===== src/rtl/ps2_pkg.sv =====
// Shared PS/2 receive definitions: frame FSM states, protocol prefixes and
// the movement keys that the sprite logic decodes from `keycode`.
package ps2_pkg;

    typedef enum logic [1:0] {
        IDLE,
        DATA,
        PARITY,
        STOP
    } frame_state_e;

    localparam logic [7:0] PS2_PREFIX_EXT   = 8'hE0;
    localparam logic [7:0] PS2_PREFIX_BREAK = 8'hF0;
    localparam logic [7:0] KEY_NONE         = 8'h00;

    localparam logic [7:0] KEY_W = 8'h1D;
    localparam logic [7:0] KEY_A = 8'h1C;
    localparam logic [7:0] KEY_S = 8'h1B;
    localparam logic [7:0] KEY_D = 8'h23;

endpackage


===== src/rtl/ps2_line_filter.sv =====
// 2-FF synchroniser plus a FILTER_LEN-sample debounce for one PS/2 line,
// emitting a one-cycle strobe on each filtered 1->0 transition.
module ps2_line_filter #(
    parameter int FILTER_LEN = 8
) (
    input  logic clk,
    input  logic rst_n,
    input  logic line,
    output logic fall
);
    localparam int CW = $clog2(FILTER_LEN + 1);

    logic          meta;
    logic          sync;
    logic          filt;
    logic [CW-1:0] cnt;

    always_ff @(posedge clk or negedge rst_n) begin
        if (!rst_n) begin
            meta <= 1'b1;
            sync <= 1'b1;
            filt <= 1'b1;
            cnt  <= '0;
            fall <= 1'b0;
        end else begin
            meta <= line;
            sync <= meta;
            fall <= 1'b0;
            // Any sample agreeing with the filtered level restarts the run.
            if (sync == filt) begin
                cnt <= '0;
            end else if (cnt == CW'(FILTER_LEN - 1)) begin
                filt <= sync;
                cnt  <= '0;
                fall <= filt;
            end else begin
                cnt <= cnt + 1'b1;
            end
        end
    end

endmodule


===== src/rtl/ps2_keycode_rx.sv =====
// PS/2 keyboard receiver: frames 11-bit packets, decodes E0/F0 prefixes and
// holds the make code of the most recently pressed key until it is released.
module ps2_keycode_rx #(
    parameter int FILTER_LEN     = 8,
    parameter int TIMEOUT_CYCLES = 50000
) (
    input  logic       Clk,
    input  logic       Reset_n,
    input  logic       PS2_CLK,
    input  logic       PS2_DAT,
    output logic [7:0] keycode,
    output logic       key_ext,
    output logic       key_strobe,
    output logic [7:0] key_code,
    output logic       key_break,
    output logic       frame_err
);
    import ps2_pkg::*;

    localparam int TW = $clog2(TIMEOUT_CYCLES);

    logic          fall;
    logic          dat_meta;
    logic          dat_sync;
    frame_state_e  state;
    logic [2:0]    bit_cnt;
    logic [7:0]    shreg;
    logic          par_bit;
    logic [TW-1:0] to_cnt;
    logic          byte_valid;
    logic          pend_ext;
    logic          pend_break;

    ps2_line_filter #(
        .FILTER_LEN(FILTER_LEN)
    ) u_clk_filter (
        .clk  (Clk),
        .rst_n(Reset_n),
        .line (PS2_CLK),
        .fall (fall)
    );

    // Data is stable around the clock's falling edge, so no debounce needed.
    always_ff @(posedge Clk or negedge Reset_n) begin
        if (!Reset_n) begin
            dat_meta <= 1'b1;
            dat_sync <= 1'b1;
        end else begin
            dat_meta <= PS2_DAT;
            dat_sync <= dat_meta;
        end
    end

    always_ff @(posedge Clk or negedge Reset_n) begin
        if (!Reset_n) begin
            state      <= IDLE;
            bit_cnt    <= '0;
            shreg      <= '0;
            par_bit    <= 1'b0;
            to_cnt     <= '0;
            byte_valid <= 1'b0;
            frame_err  <= 1'b0;
        end else begin
            byte_valid <= 1'b0;
            frame_err  <= 1'b0;
            if (state == IDLE || fall)
                to_cnt <= '0;
            else
                to_cnt <= to_cnt + 1'b1;

            case (state)
                IDLE: begin
                    if (fall && !dat_sync) begin
                        state   <= DATA;
                        bit_cnt <= '0;
                    end
                end
                DATA: begin
                    if (fall) begin
                        shreg   <= {dat_sync, shreg[7:1]};
                        bit_cnt <= bit_cnt + 1'b1;
                        if (bit_cnt == 3'd7)
                            state <= PARITY;
                    end
                end
                PARITY: begin
                    if (fall) begin
                        par_bit <= dat_sync;
                        state   <= STOP;
                    end
                end
                STOP: begin
                    if (fall) begin
                        if ((^shreg ^ par_bit) && dat_sync)
                            byte_valid <= 1'b1;
                        else
                            frame_err <= 1'b1;
                        state <= IDLE;
                    end
                end
                default: state <= IDLE;
            endcase

            // A fall in the same cycle wins over the timeout.
            if (state != IDLE && !fall && to_cnt == TW'(TIMEOUT_CYCLES - 1)) begin
                state     <= IDLE;
                frame_err <= 1'b1;
            end
        end
    end

    always_ff @(posedge Clk or negedge Reset_n) begin
        if (!Reset_n) begin
            pend_ext   <= 1'b0;
            pend_break <= 1'b0;
            key_strobe <= 1'b0;
            key_code   <= '0;
            key_break  <= 1'b0;
            keycode    <= KEY_NONE;
            key_ext    <= 1'b0;
        end else begin
            key_strobe <= 1'b0;
            if (frame_err) begin
                pend_ext   <= 1'b0;
                pend_break <= 1'b0;
            end else if (byte_valid) begin
                if (shreg == PS2_PREFIX_EXT) begin
                    pend_ext <= 1'b1;
                end else if (shreg == PS2_PREFIX_BREAK) begin
                    pend_break <= 1'b1;
                end else begin
                    key_strobe <= 1'b1;
                    key_code   <= shreg;
                    key_break  <= pend_break;
                    pend_ext   <= 1'b0;
                    pend_break <= 1'b0;
                    if (!pend_break) begin
                        keycode <= shreg;
                        key_ext <= pend_ext;
                    end else if (shreg == keycode && pend_ext == key_ext) begin
                        // Only the release of the held key clears it.
                        keycode <= KEY_NONE;
                        key_ext <= 1'b0;
                    end
                end
            end
        end
    end

endmodule


===== config.mk =====
export PLATFORM = sky130hd
export DESIGN_NAME = ps2_keycode_rx
export DESIGN_NICKNAME = d
export VERILOG_FILES = /design/src/rtl/ps2_pkg.sv /design/src/rtl/ps2_line_filter.sv /design/src/rtl/ps2_keycode_rx.sv
export SDC_FILE = /design/constraint.sdc
export NUM_CORES = 1
export LEC_CHECK = 0
export CORE_MARGIN = 4
export CORE_UTILIZATION = 57
export DETAILED_ROUTE_END_ITERATION = 12
export PLACE_DENSITY = 0.81
export SLEW_MARGIN = 15
export SYNTH_ARGS = -nofsm -noshare
export SYNTH_HDL_FRONTEND = slang
export SYNTH_HIERARCHICAL = 1
export SYNTH_SLANG_ARGS = --single-unit

===== constraint.sdc =====
create_clock -name Clk -period 2.2 [get_ports Clk]
set_clock_uncertainty 0.1 [all_clocks]
set_input_delay 0.33 -clock Clk [delete_from_list [all_inputs] [get_ports Clk]]
set_output_delay 0.33 -clock Clk [all_outputs]
set_load 0.005 [all_outputs]

==> flow_metrics.py, run 1 <==
metrics = {
    "run_status": {
        "status": "finished, final reports clean",
    },
    "sta": {
        "setup_tns_ns": 0,
        "rsz0062_at_grt": "false",
        "period_share_pct": 92.01,
        "slew-limit-headroom_pct": 67.48,
        "finalHoldViolCount": 0,
        "timing.fmax_ghz": 0.4940,
        "finalSetupViolations": 0,
        "slew_viol_final": 0,
        "fin_crit_ns": 2.024,
        "tightest_slew_ns": 0.4867,
    },
    "floorplan": {
        "die_x_um": 79.93,
        "io_pins": 24,
        "rows": 25,
        "dieArea_sq_um": 6389,
        "initial_core_util_pct": 60.44,
        "die_h_um": 79.93,
        "core_region_area_sq_um": 4880,
    },
    "global_routing": {
        "grt.busiest_layer": "met2",
        "grt_pass1_wl_um": 9328,
        "grt_util_met2_pct": 28.97,
        "antenna_found_initial": 0,
        "grt_overflow": 0,
        "grt_max_degree": 35,
        "gr-usage-met3_pct": 6.546,
        "grt_pass1_vias": 2000,
        "grt_util_met1_pct": 25.54,
        "gr-usage-all-layers_pct": 19.12,
    },
    "cts": {
        "clock_path_buffers": 2,
        "cts_tree": "done",
        "clkTransAtPathRegs_ns": 0.07,
        "root_buffer": "clkbuf_8",
        "clkSinkCount": 63,
        "post_cts_resized": 0,
        "clock_latency_ns": 0.34,
        "cts_inserted_buffers": 9,
        "h-tree-depth": 3,
    },
    "power": {
        "vdd_drop_max_mv": 0.7451,
        "static-leakage-power_nw": 1.506,
        "power-per-cell-area_nw_per_um2": 799.6,
        "power_mw": 2.793,
    },
    "routing": {
        "drtIter0Drc": 131,
        "firstDrtPassIters": 4,
        "vias_per_cell": 5.521,
        "postRouteAntennaNets": 0,
        "routedWlPerCell_um": 14.39,
        "wirelength_um": 5382,
        "vias": 2065,
        "drc": 0,
    },
    "setup_path": {
        "crit_type": "flop to flop",
        "arrival_ns": 2.18,
        "slowest_stage": "dfrtp_1",
        "critPathLaunchType": "flop",
        "path_cells": "inv_1 -> ha_1 -> o2111ai_1 -> nand3b_2 -> buf_4 -> nor2_1 -> o2bb2ai_1",
        "required_ns": 2.36,
        "crit_path_max_fanout": 16,
        "worst_path_largest_cell_delay_ns": 0.41,
        "reg2regPathDepth": 7,
        "end_kind": "flop",
    },
    "finish": {
        "nFillCells": 355,
        "layout.cells.most_common": "dfrtp_1",
        "diodes": 0,
        "syn2layout_area_growth_pct": 18.46,
        "final_cell_mix": "dfrtp_1 (58), nand2_1 (29), xnor2_1 (23)",
        "final_layout_size_suffix_gt1_share_pct": 12.70,
        "final_nets": 319,
        "final_area_sq_um": 3493,
    },
    "flow_run": {
        "max_cap_viol_count": 0,
    },
    "yosys": {
        "syn_avg_cell_area_sq_um": 11.09,
        "syn_area_sq_um": 2949,
        "synth.area.mux_share_pct": 4.328,
        "synth_area_leader_cell": "dfrtp_1",
        "synth_nets": 283,
        "synth-simple-area-share_pct": 17.01,
        "synth_seq_cells": 63,
        "synthFlopType": "dfrtp_1",
        "synthArstFlopShare_pct": 100.0,
        "synth_edf_count": 0,
        "ys.warnings.count": 6,
        "syn_inst": 266,
        "synth_compound_area_share_pct": 8.231,
        "synth_top_family_by_area": "simple AND/OR/NAND/NOR gates",
        "yosys.area_share.adder_pct": 5.515,
        "ys_seq_area_share_pct": 53.67,
        "synthTopCellsByArea": "dfrtp_1 (49%), xnor2_1 (6.8%), ha_1 (5.5%), dfstp_2 (4.5%), nand2_1 (3.7%)",
        "yosysTopAreaCellShare_pct": 49.22,
        "ys_types": 48,
        "synth_xor_area_share_pct": 8.188,
    },
    "hold_path": {
        "hold_path.class": "flop to flop",
        "whs_path_depth": 0,
    },
    "placement": {
        "io_buffers": 23,
        "place_congestion": 0.7925,
        "place_area_sq_um": 3278,
        "place_hpwl_um": 3779,
    },
}
repair_timing:
item,in CTS,in global routing
setup endpoints to repair,0,9
hold buffers,1,0
setup buffers,0,1
hold endpoints to repair,12,0
stage by stage:
step	util (%)	instances	hold slack (ns)	worst slack [ns]
6_report	71.59	374	0.2572	0.1757
5_1_grt	71.59	374	0.2710	0.05612
4_1_cts	71.44	373	0.2573	0.05164
3_5_place_dp	67.18	356	0.1512	0.06430
3_3_place_gp	67.18	356	0.1518	0.1655
2_1_floorplan	-	266	-0.06559	0.2163
state kept, by name, indices dropped and copies added (netlist names), 2 cells and up:
name	cells
state	2
shreg	8
bit_cnt	3
key_code	8
keycode	8
to_cnt	16
u_clk_filter/cnt	4
area by class of cell:
| cell class | instances | area (sq um) | area share [%] |
|---|---|---|---|
| Multi-Input combinational cell | 183 | 1276 | 36.53 |
| Timing Repair Buffer | 31 | 300.3 | 8.596 |
| Tap cell | 67 | 83.83 | 2.400 |
| Clock inverter | 7 | 73.82 | 2.113 |
| Sequential cell | 63 | 1583 | 45.31 |
| Clock buffer | 9 | 123.9 | 3.546 |
| Inverter | 14 | 52.55 | 1.504 |
worst paths after layout:
| kind | startpoint | to | slack [ns] |
|---|---|---|---|
| min in group asynchronous | Reset_n | to_cnt[12] | 0.32 |
| hold reg to reg | u_clk_filter/meta | u_clk_filter/sync | 0.26 |
| setup reg to reg | shreg[4] | keycode[6] | 0.18 |
| hold / removal | u_clk_filter/meta | u_clk_filter/sync | 0.26 |
| max in group asynchronous | Reset_n | u_clk_filter/filt | 1.12 |
| setup / recovery | shreg[4] | keycode[6] | 0.18 |
report_power, final:
group | internal [mW] | switching [mW] | total, mW
combinational | 0.197 | 0.268 | 0.465
clock | 0.522 | 0.467 | 0.989
sequential | 1.26 | 0.0832 | 1.34
worst max-delay path, delay by kind of cell, from the launching register on:
kind / cells / cell delay, ns
adders and majority gates: 1 / 0.25
AOI/OAI and AO/OA: 2 / 0.45
DFF: 1 / 0.41
buffers and inverters: 2 / 0.33
and+or+nand+nor: 2 / 0.41
cells by family after synthesis:
family / count (synthesis)
buffers and inverters: 20
xor gates and xnor gates: 26
adders and majority gates: 13
muxes: 11
and+or+nand+nor: 96
AOI/OAI and AO/OA: 37
DFF: 63
Yosys cell counts (2+ instances only):
cell type / n
a21oi_1: 6
a22o_1: 2
and3_1: 2
buf_6: 2
clkbuf_1: 3
dfrtp_1: 58
dfstp_2: 5
ha_1: 13
inv_1: 12
inv_2: 2
mux2_1: 9
nand2_1: 29
nand3_1: 10
nand4_1: 6
nand4b_1: 2
nor2_1: 21
nor3_1: 6
nor3b_1: 2
nor4_1: 5
o211ai_1: 2
o21ai_1: 11
o22ai_1: 5
o2bb2ai_1: 4
or3_1: 2
xnor2_1: 23
xor2_1: 2
per-layer routing:
metal | wire (um) | part of all wire (%)
met2 | 2461 | 46
met5 | 0 | 0
met1 | 2561 | 48
met3 | 274 | 5.1
met4 | 83 | 1.5
(Power assumes the default switching activity.)
==> run 2, diff against run 1 <==
--- a/config.mk
+++ b/config.mk
@@ -9,7 +9,6 @@
 export CORE_UTILIZATION = 57
 export DETAILED_ROUTE_END_ITERATION = 12
 export PLACE_DENSITY = 0.81
-export SLEW_MARGIN = 15
 export SYNTH_ARGS = -nofsm -noshare
 export SYNTH_HDL_FRONTEND = slang
 export SYNTH_HIERARCHICAL = 1
==> results of run 2 <==
Final layout, timing and power as in run 1 (identical DEF).
==> run 3, diff against run 2 <==
--- a/config.mk
+++ b/config.mk
@@ -5,10 +5,13 @@
 export SDC_FILE = /design/constraint.sdc
 export NUM_CORES = 1
 export LEC_CHECK = 0
+export ABC_AREA = 1
 export CORE_MARGIN = 4
-export CORE_UTILIZATION = 57
+export CORE_UTILIZATION = 63
 export DETAILED_ROUTE_END_ITERATION = 12
-export PLACE_DENSITY = 0.81
+export DONT_BUFFER_PORTS = 1
+export PLACE_DENSITY = 0.82
+export REMOVE_ABC_BUFFERS = 1
 export SYNTH_ARGS = -nofsm -noshare
 export SYNTH_HDL_FRONTEND = slang
 export SYNTH_HIERARCHICAL = 1
==> run 3 against run 2 <==
First-iteration DRC count shrank 18%. Critical path type unchanged. Fmax grew 3.7%. Sequential power is essentially flat. Highest routed layer unchanged. Core utilization grew 2.2 points. Final cell count grew 11%.
==> flow_metrics.py, run 3 <==
metrics = {
    "yosys": {
        "synth_area_leader_cell": "dfrtp_1",
        "ys.warnings.count": 6,
        "synth_edf_count": 0,
        "syn_inst": 346,
        "syn_area_sq_um": 3015,
        "yosysTopAreaCellShare_pct": 48.13,
        "synthTopCellsByArea": "dfrtp_1 (48%), nand2_1 (12%), ha_1 (5.4%), inv_1 (5.2%), dfstp_2 (4.4%)",
        "synthFlopType": "dfrtp_1",
        "synth_seq_cells": 63,
        "yosys-top-cells-count": "nand2_1 (99), dfrtp_1 (58), inv_1 (42)",
        "synthArstFlopShare_pct": 100.0,
        "ys_seq_area_share_pct": 52.49,
        "ys_types": 33,
        "syn_avg_cell_area_sq_um": 8.715,
        "yosysMostFrequentCell": "nand2_1",
    },
    "setup_path": {
        "r2r_setup_slack_ns": 0.25,
        "crit_path_max_fanout": 12,
        "cp_num_cells": 10,
        "path_cells": "inv_1 -> ha_1 -> nand2_1 -> nor2_1 -> nor2_1 -> nand3_2 -> inv_2 -> nand2_2 -> nand2_1 -> nand2_1",
        "path_buf_inv": 2,
        "path_common_cell": "nand2_1",
        "slowest_stage": "dfrtp_1",
        "r2r_start": "shreg[2]",
        "required_ns": 2.33,
        "crit_type": "flop to flop",
        "critPathLaunchType": "flop",
        "reg2regPathDepth": 10,
        "worst_path_largest_cell_delay_ns": 0.42,
        "end_kind": "flop",
        "crit_family": "simple AND/OR/NAND/NOR gates",
        "r2r-end": "keycode[0]",
        "arrival_ns": 2.08,
    },
    "power": {
        "power-per-cell-area_nw_per_um2": 817.9,
        "static-leakage-power_nw": 1.679,
        "power_mw": 2.717,
        "vdd_drop_max_mv": 0.6926,
    },
    "hold_path": {
        "min_from": "u_clk_filter/meta",
        "whs_path_depth": 0,
        "whs_endpoint": "u_clk_filter/sync",
        "hold_path.class": "flop to flop",
    },
    "floorplan": {
        "rows": 24,
        "die_h_um": 77.19,
        "core_region_area_sq_um": 4504,
        "initial_core_util_pct": 66.94,
        "io_pins": 24,
        "die_x_um": 77.19,
        "dieArea_sq_um": 5958,
    },
    "global_routing": {
        "grt_pass1_wl_um": 9639,
        "grt_max_degree": 64,
        "grt.busiest_layer": "met2",
        "grt_overflow": 0,
        "antenna_found_initial": 0,
        "grt_util_met2_pct": 34.37,
        "gr-usage-all-layers_pct": 20.34,
        "gr-usage-met3_pct": 5.504,
        "grt_pass1_vias": 2199,
        "grt_util_met1_pct": 23.19,
    },
    "finish": {
        "final_layout_size_suffix_gt1_share_pct": 10.71,
        "final_area_sq_um": 3322,
        "layout.cells.most_common": "nand2_1",
        "finalNonFillerCells": 416,
        "final_nets": 377,
        "largest_reg_flops": 16,
        "syn2layout_area_growth_pct": 10.17,
        "final_cell_mix": "nand2_1 (99), dfrtp_1 (58), inv_1 (42)",
        "largest_register": "to_cnt",
        "final_util_pct": 73.75,
        "diodes": 0,
        "nFillCells": 338,
    },
    "routing": {
        "vias": 2282,
        "vias_per_cell": 5.486,
        "routedWlPerCell_um": 13.11,
        "postRouteAntennaNets": 0,
        "firstDrtPassIters": 4,
        "drtIter0Drc": 107,
        "wirelength_um": 5455,
        "drc": 0,
    },
    "cts": {
        "post_cts_buffers": 0,
        "root_buffer": "clkbuf_8",
        "clkSinkCount": 63,
        "clock_path_buffers": 2,
        "post_cts_resized": 0,
        "cts_hold_buf": 4,
        "cts_tree": "done",
        "cts_inserted_buffers": 9,
        "clkTransAtPathRegs_ns": 0.07,
        "clock_latency_ns": 0.34,
        "h-tree-depth": 3,
    },
    "sta": {
        "slew_viol_final": 0,
        "tightest_slew_ns": 0.4112,
        "rsz0062_at_grt": "false",
        "timing.fmax_ghz": 0.5123,
        "setup_tns_ns": 0,
        "slew-limit-headroom_pct": 72.35,
        "finalSetupViolations": 0,
        "period_share_pct": 88.73,
        "fin_crit_ns": 1.952,
        "finalHoldViolCount": 0,
    },
    "placement": {
        "place_hpwl_um": 3684,
        "place_congestion": 0.8254,
        "dp.cells": 397,
        "io_buffers": 0,
        "place_area_sq_um": 3082,
    },
    "flow_run": {
        "max_cap_viol_count": 0,
    },
    "run_status": {
        "status": "finished, final reports clean",
    },
}
-- run 3: changes by cell type after synthesis, sizes merged, moves of 5 or more --
cell	delta
nor4	-6
mux2	-11
o22ai	-5
o21ai	+14
a21oi	+7
nand2	+73
inv	+30
nand3	+11
nor2	+11
xnor2	-16
-- run 3: kinds of logic (layout without fill, tap and decap cells) --
family | count (synthesis) | count (layout) | share of synthesized area [%]
XOR/XNOR | 12 | 12 | 3.485
AO/OA/AOI/OAI | 47 | 47 | 8.548
adder cells (fa/ha/maj) | 13 | 13 | 5.394
flip-flops | 63 | 63 | 52.49
AND/OR/NAND/NOR | 162 | 162 | 23.78
buffers and inverters | 49 | 67 | 6.307
-- run 3: stage by stage --
| stage | setup WS, ns | hold slack [ns] |
|---|---|---|
| after floorplan | 0.4049 | -0.06559 |
| final | 0.2480 | 0.2541 |
| after global placement | 0.3475 | -0.06385 |
| after CTS | 0.2465 | 0.2558 |
| after detailed placement | 0.2808 | -0.06357 |
| after global routing | 0.05695 | 0.2618 |
-- run 3: how the worst max path moves through the flow --
stage	startpoint	endpoint	slack, ns
after floorplan	shreg[2]	keycode[2]	0.40
after global placement	shreg[2]	keycode[6]	0.35
after detailed placement	shreg[2]	keycode[6]	0.28
after CTS	shreg[2]	keycode[6]	0.25
after global routing	shreg[2]	keycode[2]	0.06
final	shreg[2]	keycode[0]	0.25
-- run 3: power by group --
part | internal, mW | total, mW | switching, mW
combinational | 0.175 | 0.478 | 0.303
clock | 0.491 | 0.924 | 0.434
sequential | 1.24 | 1.31 | 0.0721
total | 1.91 | 2.72 | 0.809
-- run 3: metal layers --
| layer | up-vias | share of wire [%] | routed length, um |
|---|---|---|---|
| met1 | 1091 | 43 | 2366 |
| li1 | 1126 | - | - |
| met3 | 11 | 4.9 | 268 |
| met5 | - | 0 | 0 |
| met2 | 54 | 49 | 2692 |
| met4 | 0 | 2.3 | 128 |
-- run 3: layout make-up --
cell class                      count  area (sq um)  share of cell area, %
Multi-Input combinational cell    234          1242                  37.40
Timing Repair Buffer                7         80.08                  2.411
Sequential cell                    63          1583                  47.65
Clock inverter                      3         17.52                 0.5273
Clock buffer                       12         165.2                  4.972
Tap cell                           52         65.06                  1.959
Inverter                           45         168.9                  5.085
